`src/rtl/mem_port_arbiter.sv`:
```
// Two-port round-robin arbiter with optional ownership lock in front of a single
// synchronous data-memory port; routes each read response back to its issuer.
module mem_port_arbiter #(
    parameter int unsigned ADDR_W = 32,
    parameter int unsigned DATA_W = 32
) (
    input  logic                  clk,
    input  logic                  rst,
    input  logic                  req0,
    input  logic                  req1,
    input  logic                  we0,
    input  logic                  we1,
    input  logic                  lock0,
    input  logic                  lock1,
    input  logic [ADDR_W-1:0]     addr0,
    input  logic [ADDR_W-1:0]     addr1,
    input  logic [DATA_W-1:0]     wdata0,
    input  logic [DATA_W-1:0]     wdata1,
    input  logic [DATA_W/8-1:0]   be0,
    input  logic [DATA_W/8-1:0]   be1,
    output logic                  gnt0,
    output logic                  gnt1,
    output logic                  rvalid0,
    output logic                  rvalid1,
    output logic [DATA_W-1:0]     rdata0,
    output logic [DATA_W-1:0]     rdata1,
    output logic                  mem_en,
    output logic                  mem_we,
    output logic [ADDR_W-1:0]     mem_addr,
    output logic [DATA_W-1:0]     mem_wdata,
    output logic [DATA_W/8-1:0]   mem_be,
    input  logic [DATA_W-1:0]     mem_rdata
);

    localparam int unsigned BE_W = DATA_W / 8;

    typedef enum logic [1:0] {
        IDLE = 2'd0,
        OWN0 = 2'd1,
        OWN1 = 2'd2
    } owner_t;

    owner_t              owner;
    owner_t              owner_nxt;
    logic                prio;
    logic                resp_pend;
    logic                resp_port;
    logic [DATA_W-1:0]   rdata_q0;
    logic [DATA_W-1:0]   rdata_q1;

    // Ownership state register
    always_ff @(posedge clk or posedge rst) begin
        if (rst) owner <= IDLE;
        else     owner <= owner_nxt;
    end

    // Lock is taken on a locked grant and dropped on an unlocked grant or when the owner abandons req
    always_comb begin
        owner_nxt = owner;
        case (owner)
            IDLE: begin
                if (gnt0 && lock0)      owner_nxt = OWN0;
                else if (gnt1 && lock1) owner_nxt = OWN1;
            end
            OWN0:    if (!req0 || (gnt0 && !lock0)) owner_nxt = IDLE;
            OWN1:    if (!req1 || (gnt1 && !lock1)) owner_nxt = IDLE;
            default: owner_nxt = IDLE;
        endcase
    end

    // Grant decode and memory-port mux; grants are held off while in reset
    always_comb begin
        gnt0      = 1'b0;
        gnt1      = 1'b0;
        mem_we    = 1'b0;
        mem_addr  = '0;
        mem_wdata = '0;
        mem_be    = BE_W'(0);
        if (!rst) begin
            case (owner)
                IDLE: begin
                    if (req0 && (!req1 || !prio)) gnt0 = 1'b1;
                    else if (req1)                gnt1 = 1'b1;
                end
                OWN0:    gnt0 = req0;
                OWN1:    gnt1 = req1;
                default: ;
            endcase
        end
        if (gnt0) begin
            mem_we    = we0;
            mem_addr  = addr0;
            mem_wdata = wdata0;
            mem_be    = be0;
        end else if (gnt1) begin
            mem_we    = we1;
            mem_addr  = addr1;
            mem_wdata = wdata1;
            mem_be    = be1;
        end
    end

    assign mem_en = gnt0 | gnt1;

    // Priority rotation and read-response tracking
    always_ff @(posedge clk or posedge rst) begin
        if (rst) begin
            prio      <= 1'b0;
            resp_pend <= 1'b0;
            resp_port <= 1'b0;
            rdata_q0  <= '0;
            rdata_q1  <= '0;
        end else begin
            if (gnt0)      prio <= 1'b1;
            else if (gnt1) prio <= 1'b0;
            resp_pend <= (gnt0 && !we0) || (gnt1 && !we1);
            resp_port <= gnt1;
            if (resp_pend && !resp_port) rdata_q0 <= mem_rdata;
            if (resp_pend &&  resp_port) rdata_q1 <= mem_rdata;
        end
    end

    // RAM data is passed straight through in the response cycle and held afterwards
    assign rvalid0 = resp_pend && !resp_port;
    assign rvalid1 = resp_pend &&  resp_port;
    assign rdata0  = rvalid0 ? mem_rdata : rdata_q0;
    assign rdata1  = rvalid1 ? mem_rdata : rdata_q1;

endmodule

```
`config.mk`:
```
export PLATFORM = sky130hd
export DESIGN_NAME = mem_port_arbiter
export DESIGN_NICKNAME = d
export VERILOG_FILES = /design/src/rtl/mem_port_arbiter.sv
export SDC_FILE = /design/constraint.sdc
export NUM_CORES = 1
export LEC_CHECK = 0
export CELL_PAD_IN_SITES_DETAIL_PLACEMENT = 0
export CELL_PAD_IN_SITES_GLOBAL_PLACEMENT = 1
export CORE_ASPECT_RATIO = 0.8
export CORE_MARGIN = 8
export CORE_UTILIZATION = 24
export DETAILED_ROUTE_END_ITERATION = 8
export PLACE_DENSITY_LB_ADDON = 0.3
export SETUP_SLACK_MARGIN = 0.15
export SYNTH_ARGS = -nofsm -noshare
export SYNTH_HDL_FRONTEND = slang
export SYNTH_SLANG_ARGS = --single-unit
```
`constraint.sdc`:
```
create_clock -name clk -period 6.4 [get_ports clk]
set_input_delay 0.64 -clock clk [delete_from_list [all_inputs] [get_ports clk]]
set_output_delay 0.64 -clock clk [all_outputs]
set_load 0.05 [all_outputs]
```
# After elaboration in Yosys (flattened, before gate mapping)
# Cells that the tools add are included.
# totals
ff_bits	69
output_inout_bits	138
elab_cells	60
in_bits	176
# classes
n_mux	24
n_bitwise	1
eq_ne	5
n_reduce_logical	24
# op_table
op	count
$mux W32	6
$logic_and A1 B1 Y1	9
$mux W1	9
$logic_not A1 Y1	8
$mux W2	4
$mux W4	2
$pmux W2 S3	1
$logic_or A1 B1 Y1	4
$ne A2 B2 Y1 const B	2
$pmux W1 S2	2
$ne A3 B3 Y1 const B	1
$reduce_and A3 Y1	1
$eq A2 B1 Y1 const B	1
$eq A2 B2 Y1 const B	1
$logic_not A2 Y1	1
$reduce_bool A2 Y1	1
$or A1 B1 Y1	1

# Logic depth before layout (Yosys ltp)
# Gate-level depths: netlist of run 1.
# logic_depth
ltp_word	10
ltp_mapped	5
ltp_nobuf	4

# Worst setup path before layout of run 1
# No wires, ideal clock.
# synth_path
kind	in2reg
start	input port rst
end	register owner[1]
t_arrival_ns	2.617
setup_time_ns	0.089
path_stages	4
slack_ns	3.694
required_time_ns	6.311
cell_sequence	clkbuf_1 -> inv_1 -> a21oi_1 -> nor3_1
# synth_via
elab_chain_cells	5
word_cells_on_any_way	14
# synth_rtl
element	line	rtl
start: declaration	8	input logic rst,
$mux W1	79	if (!rst) begin
$logic_and A1 B1 Y1, on equally long branches	66, 65	
$logic_or A1 B1 Y1, on equally long branches	66, 65	
$ne A2 B2 Y1 (no line)	-	
$reduce_and A3 Y1 (no line)	-	
end signal: assignment	54	else owner <= owner_nxt;
end: declaration	43	owner_t owner;
# Parallel ways exist; a longest one is shown, timed or not.
# A chain may end at the register's enable or synchronous reset.

# Worst setup path in the final report of run 1
# layout_path
start	input port rst
end	output port mem_addr[22]
# layout_via
elab_chain_cells	3
word_cells_on_any_way	4
# layout_rtl
element	line	rtl
$mux W1	79	
$mux W32	95	end else if (gnt1) begin
$mux W32 (*)	90	if (gnt0) begin
end: declaration	29	output logic [ADDR_W-1:0] mem_addr,
# Mark *: on every way between the ends. The rest lies on a longest branch, timed or not.

==> impl_metrics.yaml, run 1 <==
outcome:
  status: "completed"
clocking:
  worstSkewPairLatency_ns: 0.33
  cts_setup_buffers: 0
  cts_resized: 0
  cts_tree: "built"
  cts_root_buffer: "clkbuf_16"
  clk_pin_slew_ns: 0.05
  h-tree-depth: 3
  clockBufferDepth: 2
  cts.sinks: 69
  cts_hold_buffers: 0
  cts-buffers-inserted: 9
critical_path:
  critPathLaunchType: "input port"
  required_ns: 5.76
  arrival_ns: 3.62
  crit_fanout: 51
  cp-end-kind: "output port"
  critical_path_class: "in2out"
routing:
  drt-initial-drc-count: 124
  drt-pass1-iter-count: 4
  remaining_drc_errors: 0
  ant_nets: 0
  routed_wl_mm: 15.23
  via_count: 3361
  routed_via_density: 4.542
  avgRoutedWirePerCell_um: 20.58
yosys:
  synthAdderAreaFrac_pct: 0
  syn_inst: 246
  synthTopCellsByArea: "dfrtp_1, mux2_2, a22o_1"
  synth.avg_cell_area_um2: 13.83
  synth_compound_area_share_pct: 18.46
  synth_seq_cells: 69
  synth-edff-count: 0
  ys_seq_area_share_pct: 50.74
  synth_top_family_by_area: "multiplexers"
  async_flop_share_pct: 100.0
  synth.mux.area_fraction_pct: 21.47
  syn-cell-area_mm2: 0.003403
  synth_largest_area_cell: "dfrtp_1"
  ys_types: 21
  yosys_warnings: 0
  synth.top_cell.area_share_pct: 50.74
  synthSimpleGateAreaFrac_pct: 2.463
  syn_nets: 422
  synthFlopType: "dfrtp_1"
  synth_common_cells: "a22o_1, dfrtp_1, mux2_2"
  synth_xor_area_share_pct: 0
sta:
  setup_viol: 0
  final.setup.worst_slack_ns: 2.140
  rsz0062_at_grt: "no"
  setup-tns-final_ns: 0
  fin_hold_ws_ns: 0.4903
  worst_pin_slew_ns: 1.061
  fin_crit_sh_pct: 66.56
  finClkSkew_ns: 0.006673
  slew_violations: 0
  finalCriticalPeriod_ns: 4.260
  hold_violations: 0
  max_freq_ghz: 0.2347
  max_slew_margin_pct: 29.14
power:
  power.density_mw_per_mm2: 381.0
  ir_drop_mv: 0.1968
  p_total_mw: 2.644
  leakagePower_nw: 2.774
floorplan:
  ioPinCount: 314
  die_w_um: 149.1
  num_rows: 39
  die_h_um: 122.5
  core_region_area_mm2: 0.01405
  start_util_pct: 24.22
  die_area_mm2: 0.01827
finish:
  fin_util_pct: 49.38
  drive_gt1_share_pct: 15.68
  fin_cells: 740
  fin_area_mm2: 0.006939
  area_delta_synth_final_pct: 103.9
  final_nets: 727
global_routing:
  grt_max_degree: 71
  grt_pass1_vias: 3644
  grt.total_usage_pct: 15.60
  grt_pass1_wl_mm: 21.87
  grt_overflow: 0
  antenna_found_initial: 0
placement:
  dpl.cell_count: 724
  dp_hpwl_mm: 12.43
  place_area_mm2: 0.006591
  place_congestion: 0.8254
  dp_slack_ns: 2.113
  io_buffer_count: 313
worst_hold_path:
  min_path_type: "reg2reg"
job:
  max_cap_violations: 0
==> sequential cells by signal (all words and copies together), names as in the netlist <==
| name | cells |
|---|---|
| owner | 2 |
| prio | 1 |
| rdata_q0 | 32 |
| rdata_q1 | 32 |
| resp_pend | 1 |
| resp_port | 1 |
==> layout make-up <==
cell class	instances	area [um2]
Inverter	4	22.52
Clock buffer	10	239.0
Fill cell	1227	7114
Clock inverter	5	106.4
Antenna cell	1	2.502
Timing Repair Buffer	316	3156
Multi-Input combinational cell	151	1456
Sequential cell	69	1727
Tap cell	184	230.2
==> cell usage in the layout (no fill, tap or decap), types with 2 or more instances in the layout <==
cell	n
bufinv_16	3
nand2_1	2
dfrtp_1	69
inv_1	2
nor3_1	2
a21oi_1	2
buf_4	3
clkdlybuf4s50_1	313
clkbuf_16	9
a22o_1	69
mux2_2	64
nand2b_1	3
==> final timing paths <==
path                       cells after the start                    from  slack, ns                     end
setup reg to reg                               4    owner[0]$_DFFE_PP0P_       4.26     resp_pend$_DFF_PP0_
hold / removal                                 1  rdata_q1[25]$_DFF_PP0_       0.49  rdata_q1[25]$_DFF_PP0_
max in group asynchronous                      3                     rst       4.71     resp_port$_DFF_PP0_
setup / recovery                               5                     rst       2.14            mem_addr[22]
min in group asynchronous                      3                     rst       1.10   rdata_q0[6]$_DFF_PP0_
hold reg to reg                                1  rdata_q1[25]$_DFF_PP0_       0.49  rdata_q1[25]$_DFF_PP0_
==> power by group <==
part	total, mW	internal [mW]	switching (mW)
combinational	1.46	0.541	0.918
sequential	0.616	0.582	0.0345
clock	0.568	0.390	0.178
==> logic make-up after synthesis <==
group | after synthesis
AO/OA/AOI/OAI | 73
buffers and inverters | 26
flip-flops | 69
multiplexers | 65
AND/OR/NAND/NOR | 13
==> per-layer routing <==
metal / vias to the layer above / track usage, % / part of all wire [%]
li1: 1550 / - / -
met1: 1642 / 17.63 / 38
met2: 156 / 26.21 / 50
met3: 13 / 7.738 / 11
met4: 0 / 3.398 / 0.71
met5: - / 0 / 0
==> worst max-delay path, stage by stage <==
cell	delay, ns
clkdlybuf4s50_1	0.56
nor3_4	0.73
buf_4	0.59
a22o_1	0.20
clkdlybuf4s50_1	0.87
Power figures use the tool's default switching activity.
==> inputs of run 2 (changes only) <==
--- a/config.mk
+++ b/config.mk
@@ -9,7 +9,7 @@
 export CELL_PAD_IN_SITES_GLOBAL_PLACEMENT = 1
 export CORE_ASPECT_RATIO = 0.8
 export CORE_MARGIN = 8
-export CORE_UTILIZATION = 24
+export CORE_UTILIZATION = 22
 export DETAILED_ROUTE_END_ITERATION = 8
 export PLACE_DENSITY_LB_ADDON = 0.3
 export SETUP_SLACK_MARGIN = 0.15
==> constraint.sdc (replaced) <==
create_clock -name clk -period 4.25 [get_ports clk]
set_input_delay 0.425 -clock clk [delete_from_list [all_inputs] [get_ports clk]]
set_output_delay 0.425 -clock clk [all_outputs]
set_load 0.05 [all_outputs]
==> run 2 against run 1 <==
Sequential share of layout area is 0.067 points higher; clock power is 19% higher; via count decreased by 1.0%; critical path type unchanged; largest power group unchanged.
==> impl_metrics.yaml, run 2 (same netlist as run 1, synthesis figures left out) <==
outcome:
  status: "completed"
sta:
  finClkSkew_ns: 0.003589
  setup-tns-final_ns: 0
  setup_viol: 0
  rsz0062_at_grt: "no"
  fin_crit_sh_pct: 79.64
  hold_violations: 0
  worst_pin_slew_ns: 0.7562
  finalCriticalPeriod_ns: 3.385
  max_slew_margin_pct: 49.51
  max_freq_ghz: 0.2955
  slew_violations: 0
clocking:
  cts_setup_buffers: 0
  h-tree-depth: 3
  cts_root_buffer: "clkbuf_16"
  cts_tree: "built"
  cts.sinks: 69
  cts_hold_buffers: 0
  cts_resized: 0
  clockBufferDepth: 2
  worstSkewPairLatency_ns: 0.33
  clk_pin_slew_ns: 0.05
  cts-buffers-inserted: 9
critical_path:
  critPathBufInv: 3
  cp_common_cell: "clkdlybuf4s50_1"
  critical_path_class: "in2out"
  required_ns: 3.83
  crit_family: "buffers and inverters"
  slowest_stage: "clkdlybuf4s50_1"
  critPathLaunchType: "input port"
  path_cells: "clkdlybuf4s50_1, or3_4, inv_8, a22o_1, clkdlybuf4s50_1"
  arrival_ns: 2.96
  slowest_delay_ns: 0.83
  cp-end-kind: "output port"
  setup.worst_path.start: "rst"
  crit_fanout: 70
  crit-reg2reg-launch: "resp_port$_DFF_PP0_"
power:
  p_total_mw: 3.801
  ir_drop_mv: 0.2331
  leakagePower_nw: 2.755
  power.density_mw_per_mm2: 549.2
global_routing:
  grt_overflow: 0
  antenna_found_initial: 1
  grt_pass1_wl_mm: 23.12
  grt_max_degree: 71
  grt.total_usage_pct: 15.37
  grt_pass1_vias: 3756
floorplan:
  start_util_pct: 22.59
  ioPinCount: 314
  core_region_area_mm2: 0.01506
  die_w_um: 155.1
  die_area_mm2: 0.01973
  num_rows: 40
  die_h_um: 127.2
routing:
  drt-initial-drc-count: 95
  drt-pass1-iter-count: 4
  avgRoutedWirePerCell_um: 20.50
  routed_wl_mm: 15.79
  routed_via_density: 4.321
  via_count: 3327
  remaining_drc_errors: 0
  ant_nets: 0
finish:
  most-common-layout-cells: "clkdlybuf4s50_1, a22o_1, dfrtp_1"
  drive_gt1_share_pct: 15.74
  area_delta_synth_final_pct: 103.3
  fin_util_pct: 45.94
  final_nets: 730
  final_common_cell: "clkdlybuf4s50_1"
  reg_top3: "rdata_q0 (32), rdata_q1 (32), owner (2)"
placement:
  io_buffer_count: 313
  dp_hpwl_mm: 13.01
  place_congestion: 0.8016
worst_hold_path:
  min_path_type: "reg2reg"
  min_from: "rdata_q1[10]$_DFF_PP0_"
job:
  max_cap_violations: 0
## run 2: power breakdown
part           internal [mW]  switching [mW]
registers              0.876          0.0506
logic                  0.817            1.38
clock network          0.411           0.264
total                   2.10            1.70
## run 2: area by class of cell
cell class	count	area, um2
clock buffers	13	250.2
multi-input cells	151	1456
clock inverters	3	21.27
diodes	1	2.502
well taps	210	262.8
repair buffers	319	3178
inverters	4	22.52
fillers	1377	8144
flip-flops and latches	69	1727
## run 2: final timing paths
| kind | end | slack (ns) | depth (start not counted) |
|---|---|---|---|
| max | mem_addr[16] | 0.87 | 5 |
| min reg2reg | rdata_q1[10]$_DFF_PP0_ | 0.49 | 1 |
| max in group asynchronous | rdata_q0[15]$_DFF_PP0_ | 2.50 | 3 |
| min in group asynchronous | owner[0]$_DFFE_PP0P_ | 0.81 | 2 |
| min | rdata_q1[10]$_DFF_PP0_ | 0.49 | 1 |
| max reg2reg | rdata_q0[30]$_DFF_PP0_ | 2.51 | 3 |
## run 2: through the flow
stage	cell area, um2	worst slack, ns	hold WS [ns]	cells
floorplan	3403	1.759	0.5037	246
finish	6920	0.8655	0.4916	770
detailed placement	6646	0.9159	0.4814	753
CTS	6918	0.9107	0.4955	769
global placement	6646	0.9424	0.4787	753
global route	6920	0.8380	0.5037	770
## run 2: routing by layer
layer	global-route usage, %	wire length (um)	vias up
met5	0	0	-
met2	28.07	8364	169
met1	14.97	5420	1593
met3	7.749	1789	14
li1	-	-	1551
met4	4.600	210	0
